### src/rtl/sr_ff_pkg.sv
// Shared definitions for the clocked SR flip-flop bank: conflict
// resolution modes and the conflict-counter saturation helper.
package sr_ff_pkg;

    // S=R=1 resolution modes; the encoding matches the 2-bit mode input.
    typedef enum logic [1:0] {
        MODE_HOLD = 2'b00,
        MODE_SET  = 2'b01,
        MODE_RST  = 2'b10,
        MODE_TGL  = 2'b11
    } sr_mode_e;

    // All-ones value of a w-bit counter, i.e. the saturation point.
    // Results are valid for widths up to 32 bits.
    function automatic logic [31:0] cnt_max(input int unsigned w);
        logic [31:0] v;
        v = '1;
        if (w < 32) begin
            v = (32'd1 << w) - 32'd1;
        end
        return v;
    endfunction

endpackage : sr_ff_pkg

### src/rtl/sr_ff_cell.sv
// One SR storage channel with mode-resolved S=R=1 handling and a sticky
// conflict flag. All state changes on the rising edge of clk.
module sr_ff_cell
    import sr_ff_pkg::*;
(
    input  logic       clk,
    input  logic       rst_n,
    input  logic       init,
    input  logic       s,
    input  logic       r,
    input  logic [1:0] mode,
    input  logic       clr_err,
    output logic       q,
    output logic       q_bar,
    output logic       conflict
);

    logic r_q;
    logic r_conflict;
    logic w_q_next;
    logic w_conflict_now;

    assign w_conflict_now = s & r;

    // Next-state selection: plain SR behaviour, with S=R=1 resolved by mode.
    always_comb begin
        w_q_next = r_q;
        unique case ({s, r})
            2'b00: w_q_next = r_q;
            2'b10: w_q_next = 1'b1;
            2'b01: w_q_next = 1'b0;
            2'b11: begin
                unique case (mode)
                    MODE_HOLD: w_q_next = r_q;
                    MODE_SET:  w_q_next = 1'b1;
                    MODE_RST:  w_q_next = 1'b0;
                    MODE_TGL:  w_q_next = ~r_q;
                    default:   w_q_next = r_q;
                endcase
            end
            default: w_q_next = r_q;
        endcase
    end

    // Channel state and sticky flag; a conflict on the clearing edge wins.
    always_ff @(posedge clk) begin
        if (!rst_n) begin
            r_q        <= init;
            r_conflict <= 1'b0;
        end else begin
            r_q        <= w_q_next;
            r_conflict <= w_conflict_now | (r_conflict & ~clr_err);
        end
    end

    // q_bar derives from the same register, so it is never equal to q.
    assign q        = r_q;
    assign q_bar    = ~r_q;
    assign conflict = r_conflict;

endmodule : sr_ff_cell

### src/rtl/sr_ff_bank.sv
// N-channel clocked SR flip-flop bank with runtime-selectable S=R=1
// resolution, per-channel sticky conflict flags and a global saturating
// conflict-cycle counter for status readout.
module sr_ff_bank
    import sr_ff_pkg::*;
#(
    parameter int unsigned     N     = 4,
    parameter logic [N-1:0]    INIT  = {N{1'b0}},
    parameter int unsigned     CNT_W = 8
) (
    input  logic             clk,
    input  logic             rst_n,
    input  logic [N-1:0]     s,
    input  logic [N-1:0]     r,
    input  logic [1:0]       mode,
    input  logic             clr_err,
    output logic [N-1:0]     q,
    output logic [N-1:0]     q_bar,
    output logic [N-1:0]     conflict,
    output logic [CNT_W-1:0] conflict_cnt
);

    localparam logic [CNT_W-1:0] CNT_MAX = CNT_W'(cnt_max(CNT_W));
    localparam logic [CNT_W-1:0] CNT_ONE = CNT_W'(1);

    logic [CNT_W-1:0] r_cnt;
    logic             w_any_conflict;

    for (genvar gi = 0; gi < N; gi++) begin : g_cell
        sr_ff_cell u_cell (
            .clk      (clk),
            .rst_n    (rst_n),
            .init     (INIT[gi]),
            .s        (s[gi]),
            .r        (r[gi]),
            .mode     (mode),
            .clr_err  (clr_err),
            .q        (q[gi]),
            .q_bar    (q_bar[gi]),
            .conflict (conflict[gi])
        );
    end

    // One count per cycle, however many channels conflict in it.
    assign w_any_conflict = |(s & r);

    // Saturating conflict counter; a clear coinciding with a conflict loads 1.
    always_ff @(posedge clk) begin
        if (!rst_n) begin
            r_cnt <= '0;
        end else if (clr_err) begin
            r_cnt <= w_any_conflict ? CNT_ONE : '0;
        end else if (w_any_conflict && (r_cnt != CNT_MAX)) begin
            r_cnt <= r_cnt + CNT_ONE;
        end
    end

    assign conflict_cnt = r_cnt;

endmodule : sr_ff_bank

### config.mk
export PLATFORM = sky130hd
export DESIGN_NAME = sr_ff_bank
export DESIGN_NICKNAME = d
export VERILOG_FILES = /design/src/rtl/sr_ff_pkg.sv /design/src/rtl/sr_ff_cell.sv /design/src/rtl/sr_ff_bank.sv
export SDC_FILE = /design/constraint.sdc
export NUM_CORES = 1
export LEC_CHECK = 0
export ABC_AREA = 1
export BUFFER_PORTS_ARGS = -buffer_cell sky130_fd_sc_hd__buf_2
export CAP_MARGIN = 20
export CORE_MARGIN = 3
export CORE_UTILIZATION = 44
export DETAILED_ROUTE_END_ITERATION = 6
export PLACE_DENSITY = 0.74
export RECOVER_POWER = 50
export SYNTH_ARGS = -nofsm -noshare
export SYNTH_HDL_FRONTEND = slang
export SYNTH_HIERARCHICAL = 1
export SYNTH_SLANG_ARGS = --single-unit
export TNS_END_PERCENT = 20
### constraint.sdc
create_clock -name clk -period 1.1 [get_ports clk]
set_input_delay 0.055 -clock clk [delete_from_list [all_inputs] [get_ports clk]]
set_output_delay 0.055 -clock clk [all_outputs]
set_load 0.05 [all_outputs]
# [Word-level counts from Yosys, hierarchy flattened]
# Index checks and enable logic that the tools add are counted.
# Widths: inputs -> output; s select.
[op_classes] n_mux=11 n_eq_ne=20 n_reduce_logical=12 bitwise=22 n_addsub=1
[ops] op="$pmux 1 s3" n=8
[ops] op="$eq 2x2->1 const B" n=10
[ops] op="$mux 8" n=2
[ops] op="$eq 2x1->1 const B" n=5
[ops] op="$logic_not 2->1" n=5
[ops] op="$not 1->1" n=9
[ops] op="$add 8x1->8 const B" n=1
[ops] op="$and 1x1->1" n=8
[ops] op="$ne 2x2->1 const B" n=4
[ops] op="$ne 8x8->1 const B" n=1
[ops] op="$reduce_and 2->1" n=4
[ops] op="$and 4x4->4" n=1
[ops] op="$or 1x1->1" n=4
[ops] op="$reduce_or 4->1" n=1
[ops] op="$reduce_bool 2->1" n=1
[ops] op="$logic_and 1x1->1" n=1
[ops] op="$mux 1" n=1
[totals] word_cells=75 out_inout_bits=20 reg_bits=16 inputBits=13

# [Longest topological paths before layout]
[depth] word_depth=5 depth_mapped=10 depth_no_buf=10

# [Cells and area by module]
# Netlist, hierarchy kept.
[by_module_without_submodules] mod="sr_ff_bank" area_per_inst_um2=511.7 n_inst=1 seq_area_each_um2=160.2 cells_each=84
[by_module_without_submodules] mod="sr_ff_cell" area_per_inst_um2=122.6 n_inst=4 seq_area_each_um2=50.0 cells_each=17

# [Least setup slack after synthesis]
# OpenSTA, ideal clock, no wires.
[synth_timing] path_type="flip-flop to flip-flop" start="register r_cnt[1] (netlist: conflict_cnt[1])" end="register r_cnt[6] (netlist: conflict_cnt[6])" period_less_slack_ns=1.680 setup_slack_ns=-0.580 setup_time_ns=0.109 path_buffers=0 required_ns=0.991 t_arrival_ns=1.572 path_stages_with_launch=11 cell_sequence="dfxtp_1 > ha_1 > nand2_1 > nor2_4 > nand2_2 > nand2_4 > nand2_4 > nand2_2 > nand2_1 > nand2_1 > inv_1"
[synth_between] elab_chain_cells=3 word_cells_on_any_way=6 cone_classes="add/sub: 1; eq/ne: 1; mux: 2; reduce/logical: 2"
[synth_rtl] item="from (decl)" line="sr_ff_bank.sv:26" rtl="logic [CNT_W-1:0] r_cnt;"
[synth_rtl] item="from (signal assigned)" line="sr_ff_bank.sv:52" rtl="r_cnt <= w_any_conflict ? CNT_ONE : '0;"
[synth_rtl] item="from (signal assigned)" line="sr_ff_bank.sv:54" rtl="r_cnt <= r_cnt + CNT_ONE;"
[synth_rtl] item="$add 8x1->8 or $ne 8x8->1 (tied branches)" line="sr_ff_bank.sv:54, sr_ff_bank.sv:53"
[synth_rtl] item="$mux 8 or $logic_and 1x1->1 (tied branches)" line="sr_ff_bank.sv:53" rtl="end else if (w_any_conflict && (r_cnt != CNT_MAX)) begin"
[synth_rtl] item="$mux 8 or $reduce_bool 2->1 (tied branches)"
# Several ways; a longest one is shown, not always the timed one. The select of a mux whose other input is x is not followed.
# A chain may end at the register's enable or synchronous reset.

# [Worst setup path after layout]
[layout_timing] start="register r_cnt[0] (netlist: conflict_cnt[0])" end="register r_cnt[1] (netlist: conflict_cnt[1])"
# Same word-level chain as after synthesis.

==> results.py <==
metrics = {
    "die": {
        "initial_core_util_pct": 48.6,
        "die_x_microns": 53.7,
        "dieArea_sq_mm": 0.00289,
        "ios": 33,
        "num_rows": 16,
        "die_h_microns": 53.7,
        "coreArea_sq_mm": 0.00206,
    },
    "setup_path": {
        "start_kind": "flop",
        "cp.arrival_ns": 1.49,
        "reg2reg_slack_ns": -0.19,
        "cp_max_fo": 5,
        "path_buf_inv": 2,
        "worstSetupEndpointType": "flop",
        "critical_path_class": "reg -> reg",
        "cp_cell_sequence": "ha_4 > nand2_4 > nor2_4 > nand2_2 > nand2_4 > buf_12 > inv_2 > o21ai_1 > nor2_1",
        "slowest_stage": "dfxtp_4",
        "required_ns": 1.31,
        "cpPeakStageDelay_ns": 0.38,
        "cpMostUsedCell": "nand2_4",
        "crit_family": "simple AND/OR/NAND/NOR gates",
    },
    "route": {
        "drt-vias-per-instance": 4.70,
        "first_pass_iters": 4,
        "vias": 1086,
        "wl_per_cell_microns": 10.6,
        "drc_errors": 0,
        "drt_iter0_drc": 16,
        "ant_nets": 0,
        "wl_mm": 2.45,
    },
    "logic_synthesis": {
        "ys.warnings.count": 6,
        "yosysSeqAreaShare_pct": 36.0,
        "synthAdderAreaFrac_pct": 1.25,
        "synth_simple_gate_area_share_pct": 39.8,
        "synth-compound-area-share_pct": 13.2,
        "muxShareOfSynthArea_pct": 0,
        "synth_cell_type_count": 21,
        "syn-cell-area_sq_mm": 0.00100,
        "avgSynthCellArea_sq_um": 6.59,
        "synth-seq-cells": 16,
        "synth_top_family_by_area": "simple AND/OR/NAND/NOR gates",
        "synthCells": 152,
        "yosys.area_share.xor_xnor_pct": 0,
    },
    "cts": {
        "htreeDepth": 1,
        "ctsLongestPathBuffers": 2,
        "cts_tree": "built",
        "cts_buffers": 3,
        "cts.sinks": 16,
        "clk_latency_ns": 0.30,
        "clk_pin_slew_ns": 0.10,
        "cts_root_buf": "clkbuf_4",
    },
    "place": {
        "dp_slack_ns": -0.129,
        "portBuffers": 32,
        "dp_hpwl_mm": 1.89,
        "placed_area_sq_mm": 0.00131,
        "dp.cells": 222,
        "gp_congestion": 0.876,
    },
    "global_route": {
        "busiest_layer": "met2",
        "grt_pass1_wl_mm": 3.93,
        "grt_usage_pct": 18.4,
        "grt_pass1_vias": 974,
        "grt-ovfl-total": 0,
        "grt_use_met3_pct": 2.49,
        "antenna_found_initial": 0,
        "grt_use_met1_pct": 22.2,
        "grtUsageMet2_pct": 31.3,
        "grt_max_degree": 18,
    },
    "timing": {
        "fin_skew_ns": 0.000468,
        "max_freq_ghz": 0.778,
        "hold_violations": 0,
        "fin_crit_ns": 1.29,
        "fin_crit_sh_pct": 117,
        "final_max_slew_viol_count": 0,
        "rsz0062_at_grt": "true",
        "final-setup-viol-count": 13,
        "fin_ws_ns": -0.186,
    },
    "power": {
        "p_sw_share_pct": 35.9,
        "p_seq_share_pct": 42.9,
        "combPwrFrac_pct": 30.5,
        "peakVddDrop_mv": 0.784,
        "p_leak_nw": 0.728,
        "fin_total_pwr_mw": 1.54,
        "p_sw_mw": 0.552,
        "intPower_mw": 0.988,
        "power.density_mw_per_mm2": 1060,
        "clockPowerShare_pct": 26.6,
    },
    "final_layout": {
        "layout_common_cells": "52 x nand2_1, 20 x inv_1, 20 x buf_2",
        "final_common_cell": "nand2_1",
        "area_delta_synth_final_pct": 44.6,
        "layout.nets": 219,
        "stdcell_area_sq_mm": 0.00145,
        "layout-drive-gt1-share_pct": 40.7,
        "fin_cells": 231,
        "final_core_util_pct": 70.3,
        "diodes": 0,
    },
    "status": {
        "outcome": "complete, but fails checks",
        "violations": "negative setup slack",
    },
    "worst_hold_path": {
        "min_path_type": "in -> reg",
    },
    "run": {
        "drv_cap": 0,
    },
}
## final timing paths
| check | cells past startpoint | to | start |
|---|---|---|---|
| max reg2reg | 9 | conflict_cnt[1] | conflict_cnt[0] |
| min | 3 | g_cell[3].u_cell/conflict | r[3] |
| min reg2reg | 2 | g_cell[3].u_cell/conflict | g_cell[3].u_cell/conflict |
| max | 9 | conflict_cnt[1] | conflict_cnt[0] |
## worst reg2reg max path: stages (launching register included)
cell and delay [ns]:
dfxtp_4 0.38, ha_4 0.14, nand2_4 0.06, nor2_4 0.10
nand2_2 0.08, nand2_4 0.10, buf_12 0.12, inv_2 0.04
o21ai_1 0.13, nor2_1 0.05
## metal layers
layer	share of wire (%)	up-vias	routed length [microns]
li1	-	577	-
met1	44	482	1070
met2	49	22	1200
met3	5.0	5	123
met4	2.0	0	50
met5	0	-	0
## timing repair
action | CTS | global route
hold endpoints to repair | 1 | 0
resized for setup | 6 | 11
pin swaps | 1 | 2
endpoints found under the setup margin | 12 | 11
hold buffers | 1 | 0
buffers inserted | 2 | 2
## cell usage after synthesis
cell type / count / area [sq um]
a21boi_1: 5 / 37.5
a21oi_1: 5 / 25.0
a21oi_2: 4 / 35.0
conb_1: 1 / 3.75
dfxtp_1: 12 / 240
edfxtp_1: 4 / 120
ha_1: 1 / 12.5
inv_1: 21 / 78.8
inv_2: 4 / 15.0
nand2_1: 54 / 203
nand2_2: 3 / 18.8
nand2_4: 2 / 22.5
nand3_1: 6 / 30.0
nand4_1: 1 / 6.26
nor2_1: 15 / 56.3
nor2_2: 1 / 6.26
nor2_4: 1 / 11.3
nor3_1: 1 / 5.00
nor3_2: 4 / 40.0
o21ai_0: 2 / 10.0
o21ai_1: 5 / 25.0
## registers in the layout, indices dropped and copies added (netlist names)
name / flops
g_cell.u_cell/q: 4
g_cell.u_cell/conflict: 4
conflict_cnt: 8
## per-stage QoR
stage | setup TNS, ns | hold WS (ns)
finish | -1.01 | 0.0658
floorplan | -1.87 | 0.171
global route | -2.06 | 0.0903
detailed placement | -0.434 | 0.316
CTS | -0.525 | 0.0573
global placement | -0.217 | 0.317
## logic make-up (layout without fill, tap and decap cells)
group,Yosys count,after routing
buffers and inverters,25,74
other,1,4
AOI/OAI and AO/OA,21,21
adders and majority gates,1,1
and+or+nand+nor,88,88
DFF,16,16
## area by class of cell
| cell class | count | area [sq um] |
|---|---|---|
| timing repair buffer | 45 | 292 |
| sequential | 16 | 375 |
| fill | 169 | 613 |
| inverter | 25 | 104 |
| clock buffer | 4 | 36.3 |
| multi-input combinational | 114 | 608 |
| tap | 27 | 33.8 |
## power by group through the flow
stage | combinational (mW) | clock (mW) | sequential, mW
3_5_place_dp | 0.422 | 0 | 0.676
5_1_grt | 0.510 | 0.449 | 0.665
2_1_floorplan | 0.188 | 0 | 0.782
6_report | 0.470 | 0.409 | 0.661
3_3_place_gp | 0.415 | 0 | 0.674
4_1_cts | 0.446 | 0.427 | 0.662
(Power assumes the default switching activity.)
